## config.mk

```make
export PLATFORM = sky130hd
export DESIGN_NAME = ls138_rr_scheduler
export DESIGN_NICKNAME = d
export VERILOG_FILES = /design/src/rtl/ls138_sched_pkg.sv /design/src/rtl/ls138_rr_scheduler_rr_pick.sv /design/src/rtl/ls138_rr_scheduler.sv
export SDC_FILE = /design/constraint.sdc
export NUM_CORES = 1
export LEC_CHECK = 0
export CELL_PAD_IN_SITES_DETAIL_PLACEMENT = 2
export CELL_PAD_IN_SITES_GLOBAL_PLACEMENT = 2
export CORE_MARGIN = 8
export CORE_UTILIZATION = 36
export DETAILED_ROUTE_END_ITERATION = 10
export HOLD_SLACK_MARGIN = 0.08
export PLACE_DENSITY = 0.84
export SETUP_SLACK_MARGIN = 0.5
export SYNTH_ARGS = -nofsm -noshare
export SYNTH_HDL_FRONTEND = slang
export SYNTH_HIERARCHICAL = 1
export SYNTH_SLANG_ARGS = --single-unit
```

## constraint.sdc

```tcl
create_clock -name clk -period 6.1 [get_ports clk]
set_input_delay 1.22 -clock clk [delete_from_list [all_inputs] [get_ports clk]]
set_output_delay 1.22 -clock clk [all_outputs]
set_load 0.05 [all_outputs]
```

## src/rtl/ls138_sched_pkg.sv

```systemverilog
// ============================================================================
// Module   : ls138_sched_pkg
// Desc     : Shared types and constants for the LS138 round-robin scheduler.
// Revision : 1.0 - initial release
// ============================================================================
`default_nettype none

package ls138_sched_pkg;

   localparam int SEL_W = 3;
   localparam int N_REQ = 2 ** SEL_W;

   typedef enum logic [1:0] {
      IDLE  = 2'd0,
      GRANT = 2'd1,
      GUARD = 2'd2
   } state_t;

   // Enable triples packed as {G1, G2A_n, G2B_n}
   localparam logic [2:0] ENABLE_ON  = 3'b100;
   localparam logic [2:0] ENABLE_OFF = 3'b011;

   function automatic logic [N_REQ-1:0] sel_onehot(input logic [SEL_W-1:0] s);
      logic [N_REQ-1:0] oh;
      oh    = '0;
      oh[s] = 1'b1;
      return oh;
   endfunction

endpackage

`default_nettype wire

```

## src/rtl/ls138_rr_scheduler_rr_pick.sv

```systemverilog
// ============================================================================
// Module   : rr_pick
// Desc     : Combinational round-robin winner search starting after ptr.
//            LS138_SCHED_PRIO0_EN makes requester 0 win whenever it requests.
// Revision : 1.0 - initial release
// ============================================================================
`default_nettype none

module rr_pick
   import ls138_sched_pkg::*;
(
   input  logic [N_REQ-1:0] req,
   input  logic [SEL_W-1:0] ptr,
   output logic [SEL_W-1:0] idx,
   output logic             any
);

   always_comb begin
      logic [SEL_W-1:0] cand;
      idx  = '0;
      cand = '0;
      any  = |req;
      // Walk from farthest to nearest so the nearest hit after ptr wins
      for (int i = N_REQ; i >= 1; i--) begin
         cand = ptr + i[SEL_W-1:0];
         if (req[cand]) begin
            idx = cand;
         end
      end
`ifdef LS138_SCHED_PRIO0_EN
      if (req[0]) begin
         idx = '0;
      end
`endif
   end

endmodule

`default_nettype wire

```

## src/rtl/ls138_rr_scheduler.sv

```systemverilog
// ============================================================================
// Module   : ls138_rr_scheduler
// Desc     : Round-robin sharing of one 74LS138 decoder among 8 requesters,
//            with bounded bursts and guard gaps. Option: LS138_SCHED_PRIO0_EN.
// Revision : 1.0 - initial release
// ============================================================================
`default_nettype none

module ls138_rr_scheduler
   import ls138_sched_pkg::*;
#(
   parameter int MAX_HOLD  = 16,
   parameter int GUARD_CYC = 1
)(
   input  logic             clk,
   input  logic             rst,
   input  logic [N_REQ-1:0] req,
   output logic [SEL_W-1:0] sel,
   output logic             dec_g1,
   output logic             dec_g2a_n,
   output logic             dec_g2b_n,
   output logic [N_REQ-1:0] gnt,
   output logic             gnt_vld
);

   localparam int CNT_W = (MAX_HOLD > 1) ? $clog2(MAX_HOLD) : 1;
   localparam int GRD_W = (GUARD_CYC > 1) ? $clog2(GUARD_CYC) : 1;
   localparam logic [CNT_W-1:0] HOLD_LAST  = CNT_W'((MAX_HOLD > 0) ? MAX_HOLD - 1 : 0);
   localparam logic [GRD_W-1:0] GUARD_LAST = GRD_W'((GUARD_CYC > 0) ? GUARD_CYC - 1 : 0);

   state_t           state_q, state_d;
   logic [CNT_W-1:0] cnt_q, cnt_d;
   logic [GRD_W-1:0] gcnt_q, gcnt_d;
   logic [SEL_W-1:0] ptr_q, ptr_d;
   logic [SEL_W-1:0] sel_q, sel_d;
   logic [2:0]       en_q, en_d;
   logic [N_REQ-1:0] gnt_q, gnt_d;
   logic             vld_q, vld_d;

   logic [SEL_W-1:0] pick_idx;
   logic             pick_any;
   logic             hold_hit;

   rr_pick u_rr_pick (
      .req (req),
      .ptr (ptr_q),
      .idx (pick_idx),
      .any (pick_any)
   );

   assign hold_hit = (MAX_HOLD != 0) && (cnt_q == HOLD_LAST);

   always_ff @(posedge clk) begin
      if (rst) begin
         state_q <= IDLE;
         cnt_q   <= '0;
         gcnt_q  <= '0;
         ptr_q   <= SEL_W'(N_REQ - 1);
         sel_q   <= '0;
         en_q    <= ENABLE_OFF;
         gnt_q   <= '0;
         vld_q   <= 1'b0;
      end else begin
         state_q <= state_d;
         cnt_q   <= cnt_d;
         gcnt_q  <= gcnt_d;
         ptr_q   <= ptr_d;
         sel_q   <= sel_d;
         en_q    <= en_d;
         gnt_q   <= gnt_d;
         vld_q   <= vld_d;
      end
   end

   always_comb begin
      state_d = state_q;
      cnt_d   = cnt_q;
      gcnt_d  = gcnt_q;
      ptr_d   = ptr_q;
      case (state_q)
         IDLE: begin
            cnt_d = '0;
            if (pick_any) begin
               state_d = GRANT;
            end
         end
         GRANT: begin
            if (!req[sel_q] || hold_hit) begin
               state_d = GUARD;
               cnt_d   = '0;
               gcnt_d  = '0;
`ifdef LS138_SCHED_PRIO0_EN
               if (sel_q != '0) begin
                  ptr_d = sel_q;
               end
`else
               ptr_d = sel_q;
`endif
            end else begin
               cnt_d = cnt_q + 1'b1;
            end
         end
         GUARD: begin
            if (gcnt_q == GUARD_LAST) begin
               gcnt_d  = '0;
               state_d = pick_any ? GRANT : IDLE;
            end else begin
               gcnt_d = gcnt_q + 1'b1;
            end
         end
         default: begin
            state_d = IDLE;
            cnt_d   = '0;
            gcnt_d  = '0;
         end
      endcase
   end

   // Address loads only on GRANT entry; it never moves while enabled
   always_comb begin
      sel_d = sel_q;
      en_d  = en_q;
      gnt_d = gnt_q;
      vld_d = vld_q;
      if (state_d == GRANT && state_q != GRANT) begin
         sel_d = pick_idx;
         en_d  = ENABLE_ON;
         gnt_d = sel_onehot(pick_idx);
         vld_d = 1'b1;
      end else if (state_d != GRANT) begin
         en_d  = ENABLE_OFF;
         gnt_d = '0;
         vld_d = 1'b0;
      end
   end

   assign sel       = sel_q;
   assign dec_g1    = en_q[2];
   assign dec_g2a_n = en_q[1];
   assign dec_g2b_n = en_q[0];
   assign gnt       = gnt_q;
   assign gnt_vld   = vld_q;

endmodule

`default_nettype wire

```

==> results of run 1 <==
-- synth_stat cells (all sizes together), types with 2 or more instances --
cell / n
a2111oi: 5
a211oi: 3
a21oi: 13
a221o: 4
a221oi: 6
a22o: 5
a32o: 4
and3: 3
buf: 8
clkbuf: 5
dfxtp: 22
ha: 3
inv: 6
mux2: 8
mux2i: 10
mux4: 8
nand2: 16
nand2b: 9
nand3: 4
nor2: 15
nor2b: 5
nor3: 10
nor3b: 2
nor4: 2
o211ai: 2
o21ai: 4
o22a: 2
o22ai: 3
o31ai: 2
o32ai: 4
or3: 3
xor2: 2
-- report_power, final --
part | switching, uW | internal [uW] | total, uW
sequential | 77.6 | 182 | 260
combinational | 541 | 363 | 904
clock | 48.7 | 87.6 | 136
total | 667 | 633 | 1300
-- routing by layer --
layer  wire length, um  share of wire, %
met1              2690                46
met2              2980                50
met3               203               3.4
met4                33              0.56
met5                 0                 0
-- registers in the layout (all words and copies together) (netlist names) --
name	cells
cnt_q	4
en_q	2
gnt	8
ptr_q	3
sel	3
state_q	2
-- logic make-up after synthesis --
kind of cell,count (synthesis)
buffers and inverters,19
multiplexers,26
flip-flops,22
XOR/XNOR,3
AO/OA/AOI/OAI,63
AND/OR/NAND/NOR,71
adder cells (fa/ha/maj),3
-- through the flow --
| stage | utilization, % | total power, uW | instance area (um^2) |
|---|---|---|---|
| 6_report | 43.4 | 1300 | 2190 |
| 5_1_grt | 43.4 | 1390 | 2190 |
| 4_1_cts | 43.4 | 1300 | 2190 |
| 3_5_place_dp | 42.0 | 1150 | 2120 |
| 3_3_place_gp | 42.0 | 1130 | 2120 |
| 2_1_floorplan | - | 933 | 1860 |
-- worst paths after layout --
check / startpoint / depth (start not counted) / to / slack [ns]
max: ptr_q[1]$_SDFFE_PP1P_ / 11 / gnt[2]$_SDFFE_PP0P_ / 1.75
min: gnt[5]$_SDFFE_PP0P_ / 1 / gnt[5]$_SDFFE_PP0P_ / 0.48
max reg2reg: ptr_q[1]$_SDFFE_PP1P_ / 11 / gnt[2]$_SDFFE_PP0P_ / 1.75
min reg2reg: gnt[5]$_SDFFE_PP0P_ / 1 / gnt[5]$_SDFFE_PP0P_ / 0.48
-- final cells by class --
type	count	area [um^2]	area share, %
Timing Repair Buffer	24	240	11.0
Multi-Input combinational cell	166	1330	60.7
Clock inverter	1	30.0	1.37
Inverter	6	22.5	1.03
Sequential cell	22	440	20.1
Clock buffer	3	41.3	1.88
Tap cell	70	87.6	4.00
==> flow_summary.json, run 1 <==
{
  "avgSynthCellArea_um2": 9.01,
  "crit_top_cell": "nor2b_1",
  "path_cells": "inv_1, ha_1, mux4_2, mux2_2, nand2b_1, o21ai_0, nor2_1, a21oi_1, nor2b_1, nor2b_1, a22o_1",
  "path_delay_family": "multiplexers",
  "grt_max_degree": 21,
  "hold_viol": 0,
  "hold_path_class": "reg2reg",
  "io_pins": 25,
  "endpoint_kind": "flip-flop",
  "portBuffers": 24,
  "cts.sink_count": 22,
  "cts_setup_buffers": 0,
  "die_x_um": 88.0,
  "core-area_um2": 5040,
  "layout_setup_ws_ns": 1.75,
  "gp_congestion": 0.830,
  "first_pass_iters": 4,
  "core.rowCount": 26,
  "seq_area_frac_synth_pct": 23.6,
  "netlist_top_cells_area": "dfxtp_1 24%, mux4_1 5.6%, mux2i_1 5.4%, mux4_2 4.8%, mux2_2 3.6%",
  "dp.cells": 288,
  "drt-vias-per-instance": 6.20,
  "synth_edf_count": 0,
  "wl_per_cell_um": 20.2,
  "hpwl_mm": 4.37,
  "clk_pin_slew_worst_paths_ns": 0.08,
  "cp_num_buf_inv": 1,
  "drt-initial-drc-count": 50,
  "grt_util_all_layers_pct": 15.8,
  "synthAdderAreaFrac_pct": 2.01,
  "synthFlopType": "dfxtp_1",
  "synthCells": 207,
  "drive_above_1_share_pct": 9.91,
  "fill_cells": 563,
  "overflow": 0,
  "slew_viol_final": 0,
  "synth_fp_nets": 220,
  "cts_buffers": 3,
  "ir_worst_vdd_mv": 0.326,
  "grt_use_met1_pct": 19.2,
  "ys_warn_count": 6,
  "cts.repair.resized": 0,
  "final_cell_mix": "24 x clkdlybuf4s50_1, 22 x dfxtp_1, 16 x nand2_1",
  "start_util_pct": 37.0,
  "slowest_stage": "dfxtp_1",
  "synth_cell_type_count": 49,
  "grt_pass1_wl_mm": 9.89,
  "slowest_delay_ns": 0.80,
  "synthMuxAreaShare_pct": 21.1,
  "synth_top_family_by_area": "compound AO/OA/AOI/OAI gates",
  "final_cells": 292,
  "period_minus_slack_ns": 4.35,
  "grt_pass1_vias": 1941,
  "area_growth_pct": 17.5,
  "busiest_layer": "met2",
  "fin_crit_sh_pct": 71.3,
  "yosys.area.top_type": "dfxtp_1",
  "synth_top_area_share_pct": 23.6,
  "use_met2_pct": 27.8,
  "cts_hold_buf": 0,
  "die_y_um": 88.0,
  "hold_ws_ns": 0.477,
  "clock_skew_ns": 0.00500,
  "synth_seq_cells": 22,
  "wirelength_mm": 5.90,
  "startpoint_type": "flip-flop",
  "cts_tree": "done",
  "cp.required_ns": 6.31,
  "synth-compound-area-share_pct": 27.9,
  "clkLatencyLatePin_ns": 0.26,
  "cp_max_fo": 18,
  "finalSetupViolations": 0,
  "synthArstFlopShare_pct": 0,
  "slew_headroom_pct": 45.5,
  "power_density_nw_per_um2": 594,
  "htreeDepth": 1,
  "tns_ns": 0,
  "synth_simple_gate_area_share_pct": 18.9,
  "clk_path_buf_depth": 2,
  "worst-setup-path-type": "reg2reg",
  "tightestPinTransition_ns": 0.816,
  "diodes": 0,
  "synth-xor-area-share_pct": 1.41,
  "globalRouteMet3Util_pct": 2.44,
  "drc": 0,
  "antenna_found_initial": 0,
  "place_ws_ns": 1.80,
  "ant_nets": 0,
  "status": "completed",
  "nets": 236,
  "cts_root_buffer": "clkbuf_8",
  "via_count": 1810,
  "netlist_area_um2": 1860,
  "crit_arrival_ns": 4.56,
  "mostFrequentLayoutCell": "clkdlybuf4s50_1",
  "rsz0062_at_grt": "false",
  "max_freq_ghz": 0.230,
  "dieArea_um2": 7740,
  "leakage_uw": 0.000812,
  "drv_cap": 0
}
No activity file was read; power rests on OpenSTA's default activity.
==> run 2: changes to the inputs <==
--- a/config.mk
+++ b/config.mk
@@ -8,10 +8,10 @@
 export CELL_PAD_IN_SITES_DETAIL_PLACEMENT = 2
 export CELL_PAD_IN_SITES_GLOBAL_PLACEMENT = 2
 export CORE_MARGIN = 8
-export CORE_UTILIZATION = 36
+export CORE_UTILIZATION = 31
 export DETAILED_ROUTE_END_ITERATION = 10
 export HOLD_SLACK_MARGIN = 0.08
-export PLACE_DENSITY = 0.84
+export PLACE_DENSITY = 0.77
 export SETUP_SLACK_MARGIN = 0.5
 export SYNTH_ARGS = -nofsm -noshare
 export SYNTH_HDL_FRONTEND = slang
==> constraint.sdc (replaced) <==
create_clock -name clk -period 3.77 [get_ports clk]
set_input_delay 0.754 -clock clk [delete_from_list [all_inputs] [get_ports clk]]
set_output_delay 0.754 -clock clk [all_outputs]
set_load 0.05 [all_outputs]
==> run 2 against run 1 <==
  * Combinational power is 88% higher
  * Global-route usage decreased by 2.0 points
  * Core utilization is 4.5 points lower
  * Clock-buffer cell count is the same
  * Register-to-register slack got worse by 1.0 ns
  * Cell count increased by 4.5%
  * Flip-flop and latch count did not move
  * Sequential power up 41%
  * Die area grew 13%
  * First-iteration DRC count fell by 22%
  * Via count decreased by 2.2%
  * Critical path depth unchanged
  * Critical path type is now in2reg
  * Largest cell class unchanged
  * Highest routed layer unchanged
==> flow_summary.json, run 2 (synthesis results as in run 1) <==
{
  "status": "completed",
  "core.rowCount": 28,
  "slowest_delay_ns": 0.57,
  "first_pass_iters": 4,
  "drt-initial-drc-count": 39,
  "mostFrequentLayoutCell": "dfxtp_1",
  "cp_num_buf_inv": 3,
  "cp_max_fo": 7,
  "slew_headroom_pct": 53.6,
  "drive_above_1_share_pct": 17.0,
  "pwr-share-comb_pct": 74.4,
  "worst-setup-path-type": "in2reg",
  "clock_skew_ns": 0.00233,
  "p_clk_share_pct": 9.6,
  "power.switching_uw": 1110,
  "grt_util_all_layers_pct": 13.7,
  "leakage_uw": 0.000862,
  "dieArea_um2": 8750,
  "nets": 244,
  "tns_ns": 0,
  "cts_tree": "done",
  "portBuffers": 24,
  "p_sw_share_pct": 48.6,
  "finalSetupViolations": 0,
  "startpoint_type": "input pin",
  "grt_pass1_wl_mm": 9.90,
  "tightestPinTransition_ns": 0.694,
  "final_cell_mix": "22 x dfxtp_1, 17 x clkdlybuf4s50_1, 16 x nand2_1",
  "start_util_pct": 31.9,
  "clk_pin_slew_worst_paths_ns": 0.08,
  "via_count": 1771,
  "core-area_um2": 5850,
  "antenna_found_initial": 0,
  "fin_crit_sh_pct": 84.5,
  "drv_cap": 0,
  "htreeDepth": 1,
  "wl_per_cell_um": 19.1,
  "crit_arrival_ns": 3.34,
  "hold_viol": 0,
  "io_pins": 25,
  "cp.required_ns": 3.93,
  "diodes": 0,
  "overflow": 0,
  "gp_congestion": 0.789,
  "ant_nets": 0,
  "slew_viol_final": 0,
  "drc": 0,
  "area_growth_pct": 22.3,
  "fin_util_pct": 39.0,
  "max_freq_ghz": 0.314,
  "cts_root_buffer": "clkbuf_8",
  "wirelength_mm": 5.83,
  "cts.sink_count": 22,
  "ir_worst_vdd_mv": 0.451,
  "endpoint_kind": "flip-flop",
  "die_y_um": 93.6,
  "p_seq_share_pct": 16.0,
  "clkLatencyLatePin_ns": 0.26,
  "hpwl_mm": 4.37,
  "slowest_stage": "mux4_2",
  "path_cells": "clkdlybuf4s50_1, mux4_2, buf_4, a221oi_1, a21oi_1, o221ai_1, o21ai_1, a22oi_2, buf_4, nor2b_2, a22o_1",
  "rsz0062_at_grt": "true",
  "largest_reg_flops": 8,
  "path_delay_family": "compound AO/OA/AOI/OAI gates",
  "period_minus_slack_ns": 3.18,
  "cts_hold_buf": 0,
  "hold_path_class": "reg2reg",
  "drt-vias-per-instance": 5.81,
  "cts_buffers": 3,
  "grt_pass1_vias": 1941,
  "clk_path_buf_depth": 2,
  "crit_top_cell": "buf_4",
  "power_density_nw_per_um2": 1000,
  "p_int_uw": 1180,
  "grt_max_degree": 21,
  "die_x_um": 93.6
}
## run 2: cell types whose count changed in the layout (fill, tap and decap cells not counted), sizes merged
cell,before,now
buf,0,8
clkdlybuf4s50,24,17
dlygate4sd2,0,5
dlymetal6s2s,0,2
## run 2: worst reg2reg max path: cells and delay by family (launching register included)
family / cells / cell delay [ns]
compound gates: 6 / 1.10
fa+ha+maj: 1 / 0.42
simple gates: 1 / 0.05
mux: 1 / 0.58
flops: 1 / 0.33
buf+inv: 3 / 0.47
## run 2: worst paths after layout
check | from | to | slack [ns] | cells past startpoint
worst min-delay path | gnt[5]$_SDFFE_PP0P_ | gnt[5]$_SDFFE_PP0P_ | 0.47 | 1
worst max-delay path | req[2] | gnt[2]$_SDFFE_PP0P_ | 0.59 | 11
worst max register to register | ptr_q[1]$_SDFFE_PP1P_ | gnt[2]$_SDFFE_PP0P_ | 0.70 | 12
worst min register to register | gnt[5]$_SDFFE_PP0P_ | gnt[5]$_SDFFE_PP0P_ | 0.47 | 1
## run 2: final cells by class
class | instances | area (um^2)
clock buffer | 3 | 41.3
clock inverter | 1 | 30.0
fill | 653 | 3570
inverter | 6 | 22.5
multi-input combinational | 166 | 1350
sequential | 22 | 440
tap | 75 | 93.8
timing repair buffer | 32 | 299
## run 2: power by group through the flow
| stage | sequential (uW) | clock (uW) | combinational, uW |
|---|---|---|---|
| finish | 366 | 219 | 1700 |
| floorplan | 478 | 0 | 1050 |
| CTS | 367 | 227 | 1620 |
| global placement | 370 | 0 | 1520 |
| detailed placement | 372 | 0 | 1550 |
| global route | 377 | 234 | 1860 |
## run 2: what timing repair did
item	in CTS	in global routing
pin swaps	1	2
setup endpoints to repair	5	9
resized for setup	13	6
setup buffers	1	3
endpoints found under the hold margin	0	0
## run 2: layer usage
metal | global-route usage [%] | share of wire, % | vias to the layer above
met5 | 0 | 0 | -
met4 | 3.83 | 1.4 | 0
met3 | 1.76 | 2.6 | 8
met2 | 24.6 | 51 | 23
met1 | 16.7 | 45 | 881
li1 | - | - | 859
## run 2: stage by stage
stage	instances	worst slack (ns)	instance area, um^2	total power (uW)	hold slack (ns)
floorplan	207	0.559	1880	1530	0.468
global route	305	0.474	2280	2470	0.510
detailed placement	297	0.0471	2170	1920	0.459
finish	305	0.586	2280	2290	0.472
global placement	297	0.188	2170	1890	0.456
CTS	302	0.515	2250	2220	0.480
==> run 3: changes to the inputs <==
==> constraint.sdc (replaced) <==
create_clock -name clk -period 2.62 [get_ports clk]
set_input_delay 0.524 -clock clk [delete_from_list [all_inputs] [get_ports clk]]
set_output_delay 0.524 -clock clk [all_outputs]
set_load 0.05 [all_outputs]
==> run 3 against run 2 <==
  * The run now ends with negative setup slack left
  * Setup slack worse by 0.74 ns
  * First-iteration DRC count is 2.6% lower
  * Largest cell class unchanged
  * Critical endpoint is now gnt[3]$_SDFFE_PP0P_
  * Combinational power is 100% higher
==> flow_summary.json, run 3 (synthesis results as in run 1) <==
{
  "wl_per_cell_um": 21.4,
  "hold_viol": 0,
  "clock_skew_ns": 0.00601,
  "gp_congestion": 0.779,
  "tightestPinTransition_ns": 0.550,
  "nets": 286,
  "place_area_um2": 2460,
  "hold_ws_ns": 0.481,
  "grt_pass1_wl_mm": 11.9,
  "finalSetupViolations": 11,
  "dieArea_um2": 8750,
  "overflow": 0,
  "diodes": 0,
  "startpoint_type": "flip-flop",
  "drv_cap": 0,
  "slew_viol_final": 0,
  "period_minus_slack_ns": 2.77,
  "endpoint_kind": "flip-flop",
  "violations": "negative setup slack",
  "first_pass_iters": 4,
  "hpwl_mm": 5.41,
  "cts_buffers": 3,
  "cts_root_buffer": "clkbuf_8",
  "finalPower_uw": 4350,
  "path_delay_family": "multiplexers",
  "finalInstanceArea_um2": 2740,
  "hold_path_class": "reg2reg",
  "portBuffers": 24,
  "worst-setup-path-type": "reg2reg",
  "layout_setup_ws_ns": -0.154,
  "die_x_um": 93.6,
  "cts_tree": "done",
  "cp.required_ns": 2.84,
  "core-area_um2": 5850,
  "seq_area_um2": 445,
  "htreeDepth": 1,
  "hold_depth": 2,
  "area_growth_pct": 46.7,
  "fill_cells": 629,
  "drive_above_1_share_pct": 38.6,
  "grt_util_all_layers_pct": 16.8,
  "die_y_um": 93.6,
  "final_cell_mix": "43 x buf_4, 20 x dfxtp_1, 13 x nand2_1, 13 x clkdlybuf4s50_1",
  "p_int_uw": 2300,
  "drt-initial-drc-count": 38,
  "rr_worst_depth": 11,
  "grt_pass1_vias": 2209,
  "reg2reg_from": "ptr_q[0]$_SDFFE_PP1P_",
  "cp_max_fo": 5,
  "ir_worst_vdd_mv": 0.795,
  "pwr-share-comb_pct": 80.0,
  "drt-vias-per-instance": 5.81,
  "rsz0062_at_grt": "true",
  "status": "finished, violations left",
  "via_count": 2017,
  "multi_input_area_um2": 1470,
  "max_freq_ghz": 0.361,
  "cp_num_buf_inv": 1,
  "io_pins": 25,
  "p_clk_share_pct": 7.4,
  "hold-path-endpoint": "en_q[1]$_SDFFE_PP1P_",
  "ant_nets": 0,
  "leakage_uw": 0.00110,
  "tns_ns": -1.19,
  "clk_path_buf_depth": 2,
  "start_util_pct": 31.9,
  "power.switching_uw": 2050,
  "r2r_end": "gnt[3]$_SDFFE_PP0P_",
  "hold_start": "en_q[1]$_SDFFE_PP1P_",
  "largest_reg_flops": 8,
  "clkLatencyLatePin_ns": 0.27,
  "p_seq_share_pct": 12.5,
  "power_density_nw_per_um2": 1590,
  "grt_max_degree": 20,
  "crit_top_cell": "nor2b_4",
  "slew_headroom_pct": 63.2,
  "antenna_found_initial": 0,
  "path_cells": "inv_4, ha_4, mux4_2, mux2_4, nand2b_4, o21ai_4, nor2_2, a21oi_2, nor2b_4, nor2b_4, a22o_1",
  "cts.sink_count": 22,
  "wirelength_mm": 7.43,
  "core.rowCount": 28,
  "slowest_delay_ns": 0.60,
  "p_sw_share_pct": 47.1,
  "drc": 0,
  "path_depth": 11,
  "fin_crit_sh_pct": 106,
  "crit_arrival_ns": 2.99,
  "clk_pin_slew_worst_paths_ns": 0.09,
  "mostFrequentLayoutCell": "buf_4",
  "ff2ff_setup_slack_ns": -0.15,
  "slowest_stage": "mux4_2"
}
[run 3: changes by cell type in the layout (fill, tap and decap cells not counted), sizes merged]
cell / delta
buf: +42
dlygate4sd2: +6
dlymetal6s2s: -2
clkdlybuf4s50: -4
[run 3: timing repair]
action / 4_1_cts / 5_1_grt
resized for setup: 38 / 12
buffers inserted: 10 / 1
endpoints found under the setup margin: 19 / 13
pin swaps: 14 / 14
hold buffers: 0 / 0
[run 3: worst register-to-register path: stages (launching register included)]
cell      delay, ns
dfxtp_4        0.38
inv_4          0.04
ha_4           0.30
mux4_2         0.60
mux2_4         0.32
nand2b_4       0.16
o21ai_4        0.16
nor2_2         0.06
a21oi_2        0.19
nor2b_4        0.20
nor2b_4        0.17
a22o_1         0.15
[run 3: through the flow]
stage	instances	util (%)	setup slack, ns
3_3_place_gp	332	42.1	-0.544
5_1_grt	347	46.7	-0.265
3_5_place_dp	332	42.1	-0.666
4_1_cts	346	45.7	-0.130
2_1_floorplan	207	-	-0.223
6_report	347	46.7	-0.154
[run 3: worst max path at each step]
stage | startpoint | endpoint | slack [ns]
6_report | ptr_q[0]$_SDFFE_PP1P_ | gnt[3]$_SDFFE_PP0P_ | -0.15
2_1_floorplan | ptr_q[0]$_SDFFE_PP1P_ | gnt[2]$_SDFFE_PP0P_ | -0.22
5_1_grt | ptr_q[0]$_SDFFE_PP1P_ | gnt[3]$_SDFFE_PP0P_ | -0.27
4_1_cts | ptr_q[0]$_SDFFE_PP1P_ | gnt[2]$_SDFFE_PP0P_ | -0.13
3_5_place_dp | req[3] | gnt[1]$_SDFFE_PP0P_ | -0.67
3_3_place_gp | req[3] | gnt[1]$_SDFFE_PP0P_ | -0.54
[run 3: layout make-up]
cell class	count	area share, %
multi-input cells	166	53.6
repair buffers	74	23.1
flip-flops and latches	22	16.3
well taps	75	3.43
clock buffers	3	1.51
clock inverters	1	1.10
inverters	6	1.01
[run 3: power by group through the flow]
stage                     Combinational, uW  Sequential (uW)  Clock, uW
after detailed placement               2760              541          0
after global placement                 2620              531          0
after global routing                   3730              559        337
after floorplan                        1650              693          0
final                                  3480              546        324
after CTS                              3280              543        326
[run 3: per-layer routing]
| metal | vias to the layer above | part of all wire, % | GRT usage, % |
|---|---|---|---|
| met5 | - | 0 | 0 |
| met3 | 11 | 1.5 | 1.44 |
| met2 | 24 | 53 | 31.4 |
| li1 | 948 | - | - |
| met4 | 0 | 2.1 | 5.28 |
| met1 | 1034 | 44 | 19.7 |
